==> config.mk <==
export PLATFORM = sky130hd
export DESIGN_NAME = bus_arb_flat
export DESIGN_NICKNAME = d
export VERILOG_FILES = /design/src/rtl/bus_arb_if.sv /design/src/rtl/bus_arb.sv /design/src/flat_wrapper.sv
export SDC_FILE = /design/constraint.sdc
export NUM_CORES = 1
export LEC_CHECK = 0
export BUFFER_PORTS_ARGS = -buffer_cell sky130_fd_sc_hd__buf_4
export CORE_MARGIN = 2
export CORE_UTILIZATION = 52
export DETAILED_ROUTE_END_ITERATION = 10
export HOLD_SLACK_MARGIN = 0.15
export PLACE_DENSITY = 0.81
export REMOVE_ABC_BUFFERS = 1
export SYNTH_ARGS = -nofsm -noshare
export SYNTH_HDL_FRONTEND = slang
export SYNTH_SLANG_ARGS = --single-unit
==> constraint.sdc <==
create_clock -name sys_clk -period 3.5 [get_ports sys_clk]
set_clock_uncertainty 0.15 [all_clocks]
set_input_delay 0.35 -clock sys_clk [delete_from_list [all_inputs] [get_ports sys_clk]]
set_output_delay 0.35 -clock sys_clk [all_outputs]
set_load 0.03 [all_outputs]
==> src/rtl/bus_arb_if.sv <==
// ---------------------------------------------------------------------------
// bus_arb_if -- signal bundle between the bus masters / memory controller and
// the bus arbiter.
//
// Signals:
//   req    [3:0]  per-master bus request (0 = GPU, 1 = DSP, 2 = blitter, 3 = 68k)
//   lock   [3:0]  per-master hold request, blocks quantum preemption of owner
//   ack           memory controller accepted the current cycle
//   gnt    [3:0]  one-hot registered grant, or all zero
//   owner  [1:0]  index of the current or most recent grantee
//   busy          arbiter is in the OWN state
//   ackerr        one-cycle pulse: ack seen while no master owned the bus
//
// Modports:
//   slave  -- the arbiter side (consumes req/lock/ack, drives grant status)
//   master -- the requester / environment side
// ---------------------------------------------------------------------------
interface bus_arb_if;
   logic [3:0] req;
   logic [3:0] lock;
   logic       ack;
   logic [3:0] gnt;
   logic [1:0] owner;
   logic       busy;
   logic       ackerr;

   modport slave (
      input  req,
      input  lock,
      input  ack,
      output gnt,
      output owner,
      output busy,
      output ackerr
   );

   modport master (
      output req,
      output lock,
      output ack,
      input  gnt,
      input  owner,
      input  busy,
      input  ackerr
   );
endinterface

==> src/rtl/bus_arb.sv <==
// ---------------------------------------------------------------------------
// bus_arb -- four-master bus arbiter with quantum preemption and a one-cycle
// dead-time (TURN) state between successive bus owners.
//
// Ports:
//   sys_clk  in   single clock, all state on rising edge
//   resetl   in   asynchronous active-low reset
//   bus      slave modport of bus_arb_if (req, lock, ack in; gnt, owner,
//                 busy, ackerr out)
//
// States: IDLE (nobody requests), OWN (a master holds the grant),
//         TURN (one dead cycle with gnt = 0, arbitration takes place).
//
// Configuration macro:
//   BUS_ARB_RR_EN  defined   -> round-robin selection with an rr pointer
//                  undefined -> fixed priority, lowest index wins
// ---------------------------------------------------------------------------
module bus_arb (
   input  logic     sys_clk,
   input  logic     resetl,
   bus_arb_if.slave bus
);

   typedef enum logic [1:0] {
      ST_IDLE = 2'd0,
      ST_OWN  = 2'd1,
      ST_TURN = 2'd2
   } state_t;

   state_t     r_state;
   state_t     w_state_nxt;
   logic [3:0] r_gnt;
   logic [3:0] w_gnt_nxt;
   logic [1:0] r_owner;
   logic [1:0] w_owner_nxt;
   logic [2:0] r_qcnt;
   logic [2:0] w_qcnt_nxt;
   logic       r_ackerr;
   logic       w_ackerr_nxt;
`ifdef BUS_ARB_RR_EN
   logic [1:0] r_rrptr;
   logic [1:0] w_rrptr_nxt;
`endif

   logic [1:0] w_winner;
   logic [3:0] w_others;
   logic       w_preempt;

   // Quantum counter increment, sticking at 7.
   function automatic logic [2:0] f_qsat_inc(input logic [2:0] q);
      return (q == 3'd7) ? 3'd7 : q + 3'd1;
   endfunction

   function automatic logic [3:0] f_onehot(input logic [1:0] idx);
      return 4'b0001 << idx;
   endfunction

`ifdef BUS_ARB_RR_EN
   // Search starts one past the pointer and wraps 3 -> 0; the pointer itself
   // is visited last. Only meaningful when r != 0.
   function automatic logic [1:0] f_pick(input logic [3:0] r, input logic [1:0] ptr);
      logic [1:0] idx;
      logic [1:0] win;
      logic       found;
      win   = ptr;
      found = 1'b0;
      for (int k = 1; k <= 4; k++) begin
         idx = ptr + k[1:0];
         if (!found && r[idx]) begin
            win   = idx;
            found = 1'b1;
         end
      end
      return win;
   endfunction
`else
   function automatic logic [1:0] f_pick(input logic [3:0] r);
      if (r[0])      return 2'd0;
      else if (r[1]) return 2'd1;
      else if (r[2]) return 2'd2;
      else           return 2'd3;
   endfunction
`endif

`ifdef BUS_ARB_RR_EN
   assign w_winner = f_pick(bus.req, r_rrptr);
`else
   assign w_winner = f_pick(bus.req);
`endif

   // Preemption compares against the counter value before this ack, so the
   // eighth ack of an ownership is the one that can take the bus away.
   assign w_others  = bus.req & ~f_onehot(r_owner);
   assign w_preempt = bus.ack && (r_qcnt == 3'd7) && !bus.lock[r_owner] &&
                      (w_others != 4'b0000);

   always_comb begin
      w_state_nxt  = r_state;
      w_gnt_nxt    = r_gnt;
      w_owner_nxt  = r_owner;
      w_qcnt_nxt   = r_qcnt;
      w_ackerr_nxt = 1'b0;
`ifdef BUS_ARB_RR_EN
      w_rrptr_nxt  = r_rrptr;
`endif
      case (r_state)
         ST_OWN: begin
            // An ack still counts even when the owner is leaving this cycle.
            if (bus.ack) begin
               w_qcnt_nxt = f_qsat_inc(r_qcnt);
            end
            if (!bus.req[r_owner] || w_preempt) begin
               w_gnt_nxt   = 4'b0000;
               w_state_nxt = ST_TURN;
            end
         end
         default: begin
            // IDLE and TURN arbitrate identically; any ack here is stray.
            w_ackerr_nxt = bus.ack;
            if (bus.req != 4'b0000) begin
               w_state_nxt = ST_OWN;
               w_gnt_nxt   = f_onehot(w_winner);
               w_owner_nxt = w_winner;
               w_qcnt_nxt  = 3'd0;
`ifdef BUS_ARB_RR_EN
               w_rrptr_nxt = w_winner;
`endif
            end else begin
               w_state_nxt = ST_IDLE;
               w_gnt_nxt   = 4'b0000;
            end
         end
      endcase
   end

   always_ff @(posedge sys_clk or negedge resetl) begin
      if (!resetl) begin
         r_state  <= ST_IDLE;
         r_gnt    <= 4'b0000;
         r_owner  <= 2'd0;
         r_qcnt   <= 3'd0;
         r_ackerr <= 1'b0;
`ifdef BUS_ARB_RR_EN
         r_rrptr  <= 2'd3;
`endif
      end else begin
         r_state  <= w_state_nxt;
         r_gnt    <= w_gnt_nxt;
         r_owner  <= w_owner_nxt;
         r_qcnt   <= w_qcnt_nxt;
         r_ackerr <= w_ackerr_nxt;
`ifdef BUS_ARB_RR_EN
         r_rrptr  <= w_rrptr_nxt;
`endif
      end
   end

   assign bus.gnt    = r_gnt;
   assign bus.owner  = r_owner;
   assign bus.busy   = (r_state == ST_OWN);
   assign bus.ackerr = r_ackerr;

endmodule
==> src/flat_wrapper.sv <==
// flat-port wrapper written by rule: the top's interface ports become plain ports
module bus_arb_flat 
  (sys_clk, resetl, bus_req, bus_lock, bus_ack, bus_gnt, bus_owner, bus_busy, bus_ackerr);
  bus_arb_if bus_i ();
  input  logic sys_clk;
  input  logic resetl;
  input wire logic [$bits(bus_i.req)-1:0] bus_req;
  input wire logic [$bits(bus_i.lock)-1:0] bus_lock;
  input wire logic [$bits(bus_i.ack)-1:0] bus_ack;
  output wire logic [$bits(bus_i.gnt)-1:0] bus_gnt;
  output wire logic [$bits(bus_i.owner)-1:0] bus_owner;
  output wire logic [$bits(bus_i.busy)-1:0] bus_busy;
  output wire logic [$bits(bus_i.ackerr)-1:0] bus_ackerr;
  assign bus_i.req = bus_req;
  assign bus_i.lock = bus_lock;
  assign bus_i.ack = bus_ack;
  assign bus_gnt = bus_i.gnt;
  assign bus_owner = bus_i.owner;
  assign bus_busy = bus_i.busy;
  assign bus_ackerr = bus_i.ackerr;
  bus_arb u_core (.sys_clk(sys_clk), .resetl(resetl), .bus(bus_i));
endmodule
==> impl_results.md <==
* Initial drt markers at 2
* CP max stage cell: dfrtp_1
* Psw at 294 uW
* Die outline height at ~40 microns
* R2r setup slk at roughly 1800 ps
* Vias in the first global route at approximately 530
* Worst min path class: primary input to flop
* Cell internal pwr at a little over 400 uW
* Reg2Reg Depth at 4
* PostCTS Resize Cnt at 0
* # port buffers at 18
* Clk network pwr share at 0.164
* Top post-synthesis cells by area: dfrtp_1 44%, a32o_1 5.9%, o41ai_4 4.1%
* Max Freq at about 530 MHz
* Via density at 5.79
* Fillers at 86
* Share of post-route cells with drive strength above 1 at 0.403
* Clock root buffer master: clkbuf_4
* Critical path cell sequence: nand2b_1 -> inv_1 -> buf_4
* Crit path from: u_core.r_state[1]$_DFFE_PN0P_
* Hold Crit Endpoint: u_core.bus.ackerr$_DFF_PN0_
* Avg Inst Size Synth at between 10 and 15 sq um
* Worst setup EP type: output pin
* Std cell rows at 12
* Reg power frac at 0.332
* Core Area at approximately 1200 sq um
* Reg2reg start: u_core.bus.owner[0]$_DFFE_PN0P_
* Switching portion of total power at 0.422
* CTS tree: done
* Final hold slack at 170 ps
* Pwr dens at about 830 nW/um^2
* Yosys Warn Count at 0
* Initial Utilization at 0.584
* DP HPWL at 1010 microns
* DRC Markers at 0
* I/O pins at 19
* Die area at approximately 1600 sq um
* Largest net degree at the start of global routing at 13
* Number of CTS-inserted buffers at 3
* Max-Slew Margin vs Limit at 0.725
* Leading area contributor after synthesis: dfrtp_1
* Hold path startpoint: bus_ack
* Worst Tran Pin Value at about 410 ps
* Max IR drop VDD at 413 uV
* CP max FO at 10
* Share of the synthesized area in the top cell type at 0.444
* Final setup TNS at 0 ps
* Max-slew violations at 0
* Clock sinks at 12
* Synth-to-layout area growth at 24.6%
* Antenna cells at 0
* Max cap viols at 0
* Setup Buffers After CTS at 0
* Largest stage delay, worst path at 360 ps
* Final critical-path required period at ~1900 ps
* Post-synthesis sequential area ratio at 0.444
* Worst hold stages at 2
* Clk Latency, worst-skew pair at between 200 and 300 ps
* DIE WIDTH at 40.0 microns
* Combinational cell fraction of total power at 0.504
* Period utilization at 0.539
* Synth unique cells at 29
* Cell leakage power at 0.394 nW
* Final setup viols at 0
* Critical path class: flop to output pin
* Gr usage total at 0.228
* Yosys reg bits at 12
* Synthesized instance count at 58
* First-pass GRT wire length at about 2300 microns
* Critical R2R Capture: u_core.r_state[0]$_DFFE_PN0P_
* Type of element launching the critical path: flop
* Post-route ant nets at 0
* Post-CTS Hold Buffers at 1
* Drt wl/cell at approximately 15 microns
* GRT overflow at 0
* Status: completed
* Arr. time, crit path at 1390 ps
* # nets final at 90
* Placer Congestion at 0.804
* Endpoints failing hold at 0
* Initial antenna violation count at 0
* Synth Cell Area at between 600 and 700 sq um
* Detailed-route via count at ~530
* RSZ-0062 raised after global routing: no
* Htree depth at 1
* CP Data Required Time at 3000 ps
* DRT Pass-1 Iters at 2
* WL final at roughly 1300 microns
* Deepest clock path buffer count at 2
* Clk pin slew, worst setup/hold paths at 80 ps
[Yosys cell counts]
| library cell | instances |
|---|---|
| o21ai_0 | 2 |
| inv_1 | 4 |
| a21oi_1 | 2 |
| nor3b_2 | 1 |
| nor2_1 | 3 |
| mux2i_1 | 2 |
| nor3_1 | 2 |
| a31oi_4 | 1 |
| a22o_1 | 1 |
| o41ai_4 | 1 |
| buf_6 | 2 |
| dfrtp_1 | 12 |
| a21boi_0 | 1 |
| o221a_2 | 1 |
| nand2b_1 | 1 |
| and3b_2 | 1 |
| a32o_1 | 4 |
| nand2_1 | 2 |
| o21a_1 | 1 |
| buf_2 | 2 |
| a211oi_2 | 1 |
| or2_1 | 1 |
| ha_1 | 1 |
| mux2_2 | 1 |
| nand2_2 | 1 |
| and2_1 | 1 |
| mux4_2 | 1 |
| a32oi_1 | 1 |
| nand3_1 | 4 |
[power by group through the flow]
stage	Combinational, mW	Clock, mW	Sequential [mW]
floorplan	0.192	0	0.282
global placement	0.345	0	0.233
detailed placement	0.352	0	0.234
CTS	0.355	0.115	0.232
global route	0.381	0.123	0.240
finish	0.351	0.114	0.231
[layout make-up]
type                    instances  area, sq um  share of cell area
multi-input cells              38          328               0.389
flip-flops and latches         12          300               0.357
repair buffers                 19          145               0.172
clock buffers                   4         36.3              0.0431
well taps                      14         17.5              0.0208
inverters                       4         15.0              0.0178
[cells in the final DEF (no fill, tap or decap), drive strengths merged, types with 2 or more instances in the layout]
| cell type | count |
|---|---|
| buf | 18 |
| dfrtp | 12 |
| inv | 4 |
| a32o | 4 |
| nand3 | 4 |
| clkbuf | 4 |
| nor2 | 3 |
| nand2 | 3 |
| nor3 | 2 |
| mux2i | 2 |
| a21oi | 2 |
| o21ai | 2 |
[metal layers]
metal  routed length, microns  vias to the layer above  part of all wire  track usage
li1                         -                      255                 -            -
met1                      578                      253              0.43        0.251
met2                      646                       14              0.48        0.375
met3                       73                        5             0.055       0.0667
met4                       34                        0             0.026        0.155
met5                        0                        -                 0            0
[registers in the layout, summed over array words and instances, names as in the netlist]
| register | count |
|---|---|
| u_core.bus.owner | 2 |
| u_core.bus.gnt | 4 |
| u_core.bus.ackerr | 1 |
| u_core.r_state | 2 |
| u_core.r_qcnt | 3 |
[cell families (layout without fill, tap and decap cells)]
logic type	count (synthesis)	after routing	share of synthesized area
adder cells (fa/ha/maj)	1	1	0.0185
flip-flops	12	12	0.444
AND/OR/NAND/NOR	17	17	0.143
multiplexers	4	4	0.0796
buffers and inverters	8	27	0.0704
AO/OA/AOI/OAI	16	16	0.244
[worst max path at each step]
stage	to	cells past startpoint	slack, ps
after floorplan	u_core.r_state[0]$_DFFE_PN0P_	4	1680
after global placement	u_core.r_state[0]$_DFFE_PN0P_	4	1810
after detailed placement	u_core.r_state[0]$_DFFE_PN0P_	4	1790
after CTS	bus_busy	3	1590
after global routing	bus_busy	3	1510
final	bus_busy	3	1610
[stage by stage]
stage          instance area (sq um)  cells  utilization  worst slack (ps)  total power [mW]
5_1_grt                          842     91        0.728              1510             0.744
2_1_floorplan                    643     54            -              1680             0.474
6_report                         842     91        0.728              1610             0.697
4_1_cts                          842     91        0.728              1590             0.701
3_3_place_gp                     796     86        0.688              1810             0.579
3_5_place_dp                     796     86        0.688              1790             0.586
[critical path, delay by kind of cell (launching register included)]
kind	cells	cell delay, ps
buf+inv	2	430
simple gates	1	310
flops	1	360
(Power assumes the default switching activity.)
